`config.mk`:
```
export PLATFORM = sky130hd
export DESIGN_NAME = bus_arbiter_2m
export DESIGN_NICKNAME = d
export VERILOG_FILES = /design/src/rtl/bus_arbiter_2m.sv
export SDC_FILE = /design/constraint.sdc
export NUM_CORES = 1
export LEC_CHECK = 0
export CAP_MARGIN = 20
export CORE_AREA = 2 2 45 47
export CTS_CLUSTER_DIAMETER = 40
export DETAILED_ROUTE_END_ITERATION = 12
export DIE_AREA = 0 0 47 49
export GPL_TIMING_DRIVEN = 0
export PLACE_DENSITY_LB_ADDON = 0.08
export REMOVE_ABC_BUFFERS = 1
export SETUP_SLACK_MARGIN = 0.3
export SLEW_MARGIN = 0
export SYNTH_ARGS = -nofsm -noshare
export SYNTH_HDL_FRONTEND = slang
export SYNTH_SLANG_ARGS = --single-unit
```
`constraint.sdc`:
```
create_clock -name clk -period 2.02 [get_ports clk]
set_input_delay 0.404 -clock clk [delete_from_list [all_inputs] [get_ports clk]]
set_output_delay 0.404 -clock clk [all_outputs]
set_load 0.005 [all_outputs]
```
`src/rtl/bus_arbiter_2m.sv`:
```
// Two-master bus arbiter: one-hot grant and mux select for M0/M1, parked on M0, with a contested-hold limit.
// Optional switch counter enabled by defining ARB_SWITCH_CNT_EN.
//
// state | meaning
// S_M0  | M0 owns the bus (also the parking owner)
// S_M1  | M1 owns the bus
module bus_arbiter_2m #(
   parameter int MAX_HOLD = 16,
   parameter int HOLD_W   = 8
) (
   input  logic       clk,
   input  logic       reset_n,
   input  logic       m0_req,
   input  logic       m1_req,
   output logic       m0_grant,
   output logic       m1_grant,
   output logic [1:0] sel,
   output logic       grant_chg
`ifdef ARB_SWITCH_CNT_EN
   ,
   input  logic        switch_cnt_clr,
   output logic [15:0] switch_cnt
`endif
);

   // State encoding equals the mux select, so the grants come straight off the flops.
   typedef enum logic [1:0] {
      S_M0 = 2'b10,
      S_M1 = 2'b01
   } state_t;

   localparam logic [HOLD_W-1:0] HOLD_LAST = (MAX_HOLD == 0) ? '0 : HOLD_W'(MAX_HOLD - 1);
   localparam logic [HOLD_W-1:0] HOLD_ONE  = HOLD_W'(1);

   state_t              state;
   state_t              state_next;
   logic [HOLD_W-1:0]   hold_cnt;
   logic [HOLD_W-1:0]   hold_next;
   logic                both;
   logic                limit_hit;
   logic                switching;

   always_comb begin
      both       = m0_req & m1_req;
      limit_hit  = (MAX_HOLD != 0) && both && (hold_cnt == HOLD_LAST);
      state_next = state;
      case (state)
         S_M0:    if ((m1_req && !m0_req) || limit_hit) state_next = S_M1;
         S_M1:    if (!m1_req || limit_hit) state_next = S_M0;
         default: state_next = S_M0;
      endcase
      switching = (state_next != state);
      hold_next = '0;
      // Only unbroken contention under the same owner accumulates.
      if ((MAX_HOLD != 0) && !switching && both) begin
         hold_next = (hold_cnt == HOLD_LAST) ? hold_cnt : hold_cnt + HOLD_ONE;
      end
   end

   always_ff @(posedge clk or negedge reset_n) begin
      if (!reset_n) begin
         state     <= S_M0;
         hold_cnt  <= '0;
         grant_chg <= 1'b0;
      end else begin
         state     <= state_next;
         hold_cnt  <= hold_next;
         grant_chg <= switching;
      end
   end

   assign m0_grant = state[1];
   assign m1_grant = state[0];
   assign sel      = {m0_grant, m1_grant};

`ifdef ARB_SWITCH_CNT_EN
   always_ff @(posedge clk or negedge reset_n) begin
      if (!reset_n) begin
         switch_cnt <= '0;
      end else if (switch_cnt_clr) begin
         switch_cnt <= '0;
      end else if (switching) begin
         switch_cnt <= switch_cnt + 16'd1;
      end
   end
`endif

endmodule

```
==> results.yml <==
logic_synthesis:
  synth_area_leaders: "dfrtp_1, a21oi_1, ha_1, nand3_1, dfstp_2"
  async_reset_ff_frac: 1.000
  synth-seq-cells: 11
  synth_area_um2: 675.6
  yosys_warnings: 0
  synth.avg_cell_area_um2: 9.516
  synth-edff-count: 0
  netlist_instances: 71
  synthTopCellsByCount: "a21oi_1, dfrtp_1, nand3_1, nand2_1, nor2_1"
  yosysSeqAreaShare: 0.4093
  synth_top_cell_area_share: 0.3704
  synth_top_area_cell: "dfrtp_1"
  synth.distinct_cells: 28
  synth_ff_type: "dfrtp_1"
clocking:
  cts_tree: "done"
  cts.clk_slew.worst_paths_ns: 0.08
  htree_levels: 1
  cts_hold_buf: 0
  cts_buffer_depth: 2
  numCtsBuffers: 3
  worstSkewPairLatency_ns: 0.28
  root_buffer: "clkbuf_4"
  cts_sinks: 11
setup_path:
  start_kind: "register"
  r2r-end: "sel[1]"
  timing_worst_setup_path_type: "register to register"
  rr_worst_depth: 4
  reg2reg_slack_ns: 0.32
  cp.arrival_ns: 1.90
  critPathRequiredTime_ns: 2.22
  cp-end-kind: "register"
  worst-path-max-fanout: 5
  startpoint: "hold_cnt[5]"
  r2r_start: "hold_cnt[5]"
floorplan:
  start_util: 0.3668
  placementRows: 16
  io_pins: 9
  die_w_um: 47
  fp.dieH_um: 49
  core_region_area_mm2: 0.001842
  die_area_mm2: 0.002303
finish:
  stdcell_area_um2: 954.7
  fin_cells: 118
  antenna_cells: 0
  final_util: 0.5183
  syn2layout_area_growth_pct: 41.30
  layout-drive-gt1-share: 0.4066
  nNetsFinal: 99
drt:
  num_vias: 629
  drtIter0Drc: 17
  drc: 0
  wl_met2_um: 810
  drtAntennaViolNets: 0
  avgRoutedWirePerCell_um: 14.06
  drt-met1-wl_um: 759
  finalWirelength_um: 1659
  top_layer: "met4"
  wl_met3_um: 51
  first_pass_iters: 3
  vias_per_cell: 5.331
timing:
  skew_ns: 0.004105
  hold_slack_ns: 0.4522
  rsz0062_at_grt: "yes"
  finalHoldViolCount: 0
  final.setup.worst_slack_ns: 0.3207
  worst_slew_pin_slew_ns: 0.4999
  fmax_ghz: 0.5885
  slew_viol_final: 0
  fin_setup_tns_ns: 0
  period_minus_slack_ns: 1.699
  period_share: 0.8412
  slew_headroom: 0.6657
  finalSetupViolations: 0
placed_design:
  place_area_um2: 774.5
  place_ws_ns: 0.06452
  gp_congestion: 0.8313
  hpwlAfterDp_um: 996.3
  placed_cells: 104
  io_buffers: 8
grt:
  antenna_found_initial: 0
  grt_pass1_vias: 625
  grt_use_total: 0.1680
  grt_first_pass_wirelength_um: 2739
  overflow: 0
  grt_max_degree: 12
outcome:
  status: "complete, no violations"
worst_hold_path:
  min_path_type: "input port to asynchronous set/reset pin"
pwr:
  ir_drop_uv: 407.5
  power_density_mw_per_mm2: 873.8
  power_leakage_nw: 0.3640
  power.total_mw: 0.8342
flow_run:
  drv_cap: 0
worst max-delay path, stage by stage (launching register included):
cell and delay [ns]:
dfrtp_2 0.45, nor4_4 0.41, buf_4 0.19, a21oi_4 0.06, or4_4 0.51
where the power goes:
group          internal [mW]  total, mW  leakage, nW  switching, mW
Sequential             0.260      0.305        0.141         0.0451
Clock                 0.0768      0.162       0.0150         0.0856
Combinational          0.199      0.367        0.208          0.168
final cells by class:
type                            count  area [um^2]
Clock buffer                        4        26.28
Fill cell                         175        887.1
Multi-Input combinational cell     55        446.7
Inverter                            3        11.26
Tap cell                           27        33.78
Timing Repair Buffer               18        156.4
Sequential cell                    11        280.3
how the worst max path moves through the flow:
stage	endpoint	slack, ns
6_report	sel[1]	0.32
5_1_grt	grant_chg	0.26
4_1_cts	hold_cnt[4]	0.29
3_5_place_dp	hold_cnt[3]	0.06
3_3_place_gp	hold_cnt[3]	0.03
2_1_floorplan	hold_cnt[3]	0.30
sequential cells by signal, summed over array words and instances, names as in the netlist:
name       cells
sel            2
hold_cnt       8
grant_chg      1
metal layers:
layer  global-route usage  vias to the layer above
met5                    0                        -
met4               0.1065                        0
met3              0.05556                        6
met2               0.2466                       10
met1               0.2033                      307
li1                     -                      306
placed cells by master (no fill, tap or decap), types with 2 or more instances in the layout:
cell type | synthesis | routed
nand3_1 | 6 | 5
buf_4 | 2 | 9
nand2_1 | 5 | 5
xnor2_1 | 2 | 2
dfrtp_1 | 10 | 7
nor2_1 | 5 | 5
or4_4 | 1 | 2
xor2_1 | 2 | 2
a21oi_1 | 10 | 4
ha_2 | 0 | 2
o21ai_0 | 2 | 2
a21oi_2 | 0 | 5
dfrtp_2 | 0 | 3
nor3_1 | 4 | 3
dlygate4sd2_1 | 0 | 2
inv_1 | 3 | 2
a31oi_1 | 2 | 2
clkbuf_4 | 0 | 3
clkdlybuf4s50_1 | 0 | 6
cell families (layout without fill, tap and decap cells):
group           count (synthesis)  in the layout  synth area share
mux                             1              1           0.01482
compound gates                 22             22            0.2148
xor+xnor                        4              4           0.05186
buf+inv                         5             25           0.03888
fa+ha+maj                       3              3           0.05556
flops                          11             11            0.4093
simple gates                   25             25            0.2148
timing repair:
action,4_1_cts,5_1_grt
resized for setup,11,13
endpoints found under the hold margin,0,0
pin swaps,2,8
buffers inserted,3,7
endpoints found under the setup margin,13,12
No activity file was read; power rests on OpenSTA's default activity.
==> patch: new RTL, same flow settings <==
The parameter `HOLD_W` goes from 8 to 6.
--- a/src/rtl/bus_arbiter_2m.sv
+++ b/src/rtl/bus_arbiter_2m.sv
@@ -8,3 +8,3 @@
    parameter int MAX_HOLD = 16,
-   parameter int HOLD_W   = 8
+   parameter int HOLD_W   = 6
 ) (
Formal check against the unedited RTL: no difference found for any inputs over 10 cycles, from zero or initial values and one cycle with reset_n low; that may be too few to reach the edited logic, so the function may still have changed.
==> patch against the original RTL <==
First-iteration DRC count is 53% higher; clock power is 8% lower; wire length is 39% higher; sequential cell count is 2 lower; synthesized cell count is 25% higher; power is 36% higher; sequential power is 16% lower; setup slack worse by 0.19 ns; synthesized area is 16% higher; core utilization is 8.7 points higher; fmax is 9.9% lower; design area is 17% higher; largest cell class unchanged; highest routed layer unchanged.
==> patch: results (changes against the original RTL) <==
[yosys]
ys_top_cells_by_count = o21ai_0, dfrtp_1, a21oi_1, nand2_1, nor2_1
synth_top_cells_by_area = dfrtp_1, o21ai_0, ha_1
yosysUniqueCellTypes = 38  ; +36%
synth.avg_cell_area_um2 = 8.80  ; -7.5%
synth_sequential_area_ratio_pct = 28.9  ; -12 points

[setup_path]
critical-path-top-delay-family = flip-flops
critical_path.slowest_cell = dfstp_2
cp.arrival_ns = 2.05  ; +0.15 ns
reg2regPathDepth = 6  ; +2
timing.rr.start = sel[1]$_DFF_PN1_
crit-reg2reg-capture = grant_chg$_DFF_PN0_
r2r_setup_slack_ns = 0.13  ; -0.19 ns
cp_max_fo = 8  ; +3
max_stage_delay_ns = 0.57  ; +0.06 ns

[layout]
final_layout_size_suffix_gt1_share_pct = 45.0  ; +4.4 points
fin_util_pct = 60.5  ; +8.7 points
finalNetCount = 119  ; +20%
filler_cell_count = 168  ; -4.0%

[routing]
post_detailed_routing_wire_length_um = 2310  ; +39%
viasPerCell = 6.02  ; +13%
initialDrtViolationCount = 26  ; +9
drt_pass1_iterations = 4  ; +1

[global_routing]
overall_overflow_remaining_after_global_route = 0  ; unchanged
gr-usage-all-layers_pct = 23.7  ; +6.9 points
first_global_vias = 802  ; +28%

[power_and_ir_drop]
p_leak_nw = 0.520  ; +43%
ir_drop_mv = 0.637  ; +56%

[sta]
holdWs_ns = 0.423  ; -0.0297 ns
relSlewSlack_pct = 72.1  ; +5.5 points
fin_worst_skew_ns = 0.00369  ; -0.000419 ns

[placed_design]
port_buffers = 8  ; unchanged
gp_congestion = 0.767  ; -7.7%
dpl-instance-area_um2 = 856  ; +11%
dp_hpwl_um = 1260  ; +27%

[floorplanning]
initial_core_utilization_pct = 42.5  ; +5.8 points

[run_status]
run_status = finished clean

==> patch: logic make-up (layout without fill, tap and decap cells) <==
logic type | count (synthesis) | in the layout | share of synthesized area, %
DFF | 9 | 9 | 28.9
and+or+nand+nor | 28 | 28 | 23.2
AOI/OAI and AO/OA | 36 | 36 | 32.3
adders and majority gates | 3 | 3 | 4.79
muxes | 3 | 3 | 4.15
buffers and inverters | 10 | 32 | 6.71
==> patch: worst reg2reg max path, cell delays in order (launching register included) <==
cell and delay (ns):
dfstp_2 0.57, ha_2 0.32, nand2_1 0.10, nor3_2 0.19
o311ai_2 0.13, buf_4 0.19, mux2_4 0.27
==> patch: area by class of cell <==
type,instances,area share [%]
clock buffers,3,2.02
clock inverters,1,0.449
inverters,3,1.01
multi-input cells,70,53.2
flip-flops and latches,9,20.5
well taps,27,3.03
repair buffers,25,19.8
==> patch: where the power goes <==
group / total, mW / switching (mW) / internal, mW
sequential: 0.257 / 0.0348 / 0.222
combinational: 0.730 / 0.344 / 0.386
clock: 0.149 / 0.0752 / 0.0736
total: 1.14 / 0.454 / 0.681
==> patch: how the worst max path moves through the flow <==
stage                     cells after the start  slack, ns                       to
after floorplan                               5      -0.02      grant_chg$_DFF_PN0_
after global placement                        5      -0.29  hold_cnt[5]$_DFFE_PN0P_
after detailed placement                      5      -0.27  hold_cnt[5]$_DFFE_PN0P_
after CTS                                     8       0.18  hold_cnt[5]$_DFFE_PN0P_
after global routing                          6       0.07      grant_chg$_DFF_PN0_
final                                         6       0.13      grant_chg$_DFF_PN0_
==> patch: timing repair <==
item,in CTS,in global routing
hold buffers,0,0
pin swaps,10,0
buffers inserted,12,5
setup endpoints to repair,13,10
resized for setup,27,8
==> patch: metrics by stage <==
| stage | power, mW | setup WS, ns | setup TNS (ns) |
|---|---|---|---|
| 2_1_floorplan | 0.543 | -0.0236 | -0.0236 |
| 3_3_place_gp | 0.708 | -0.293 | -1.65 |
| 3_5_place_dp | 0.713 | -0.275 | -1.63 |
| 4_1_cts | 1.06 | 0.184 | 0 |
| 5_1_grt | 1.20 | 0.0675 | 0 |
| 6_report | 1.14 | 0.134 | 0 |
==> patch: metal layers <==
layer / vias up / track usage, % / share of wire (%)
met2: 25 / 35.6 / 48
met3: 11 / 5.56 / 4.1
met5: - / 0 / 0
li1: 393 / - / -
met4: 0 / 10.2 / 4.4
met1: 402 / 31.6 / 43
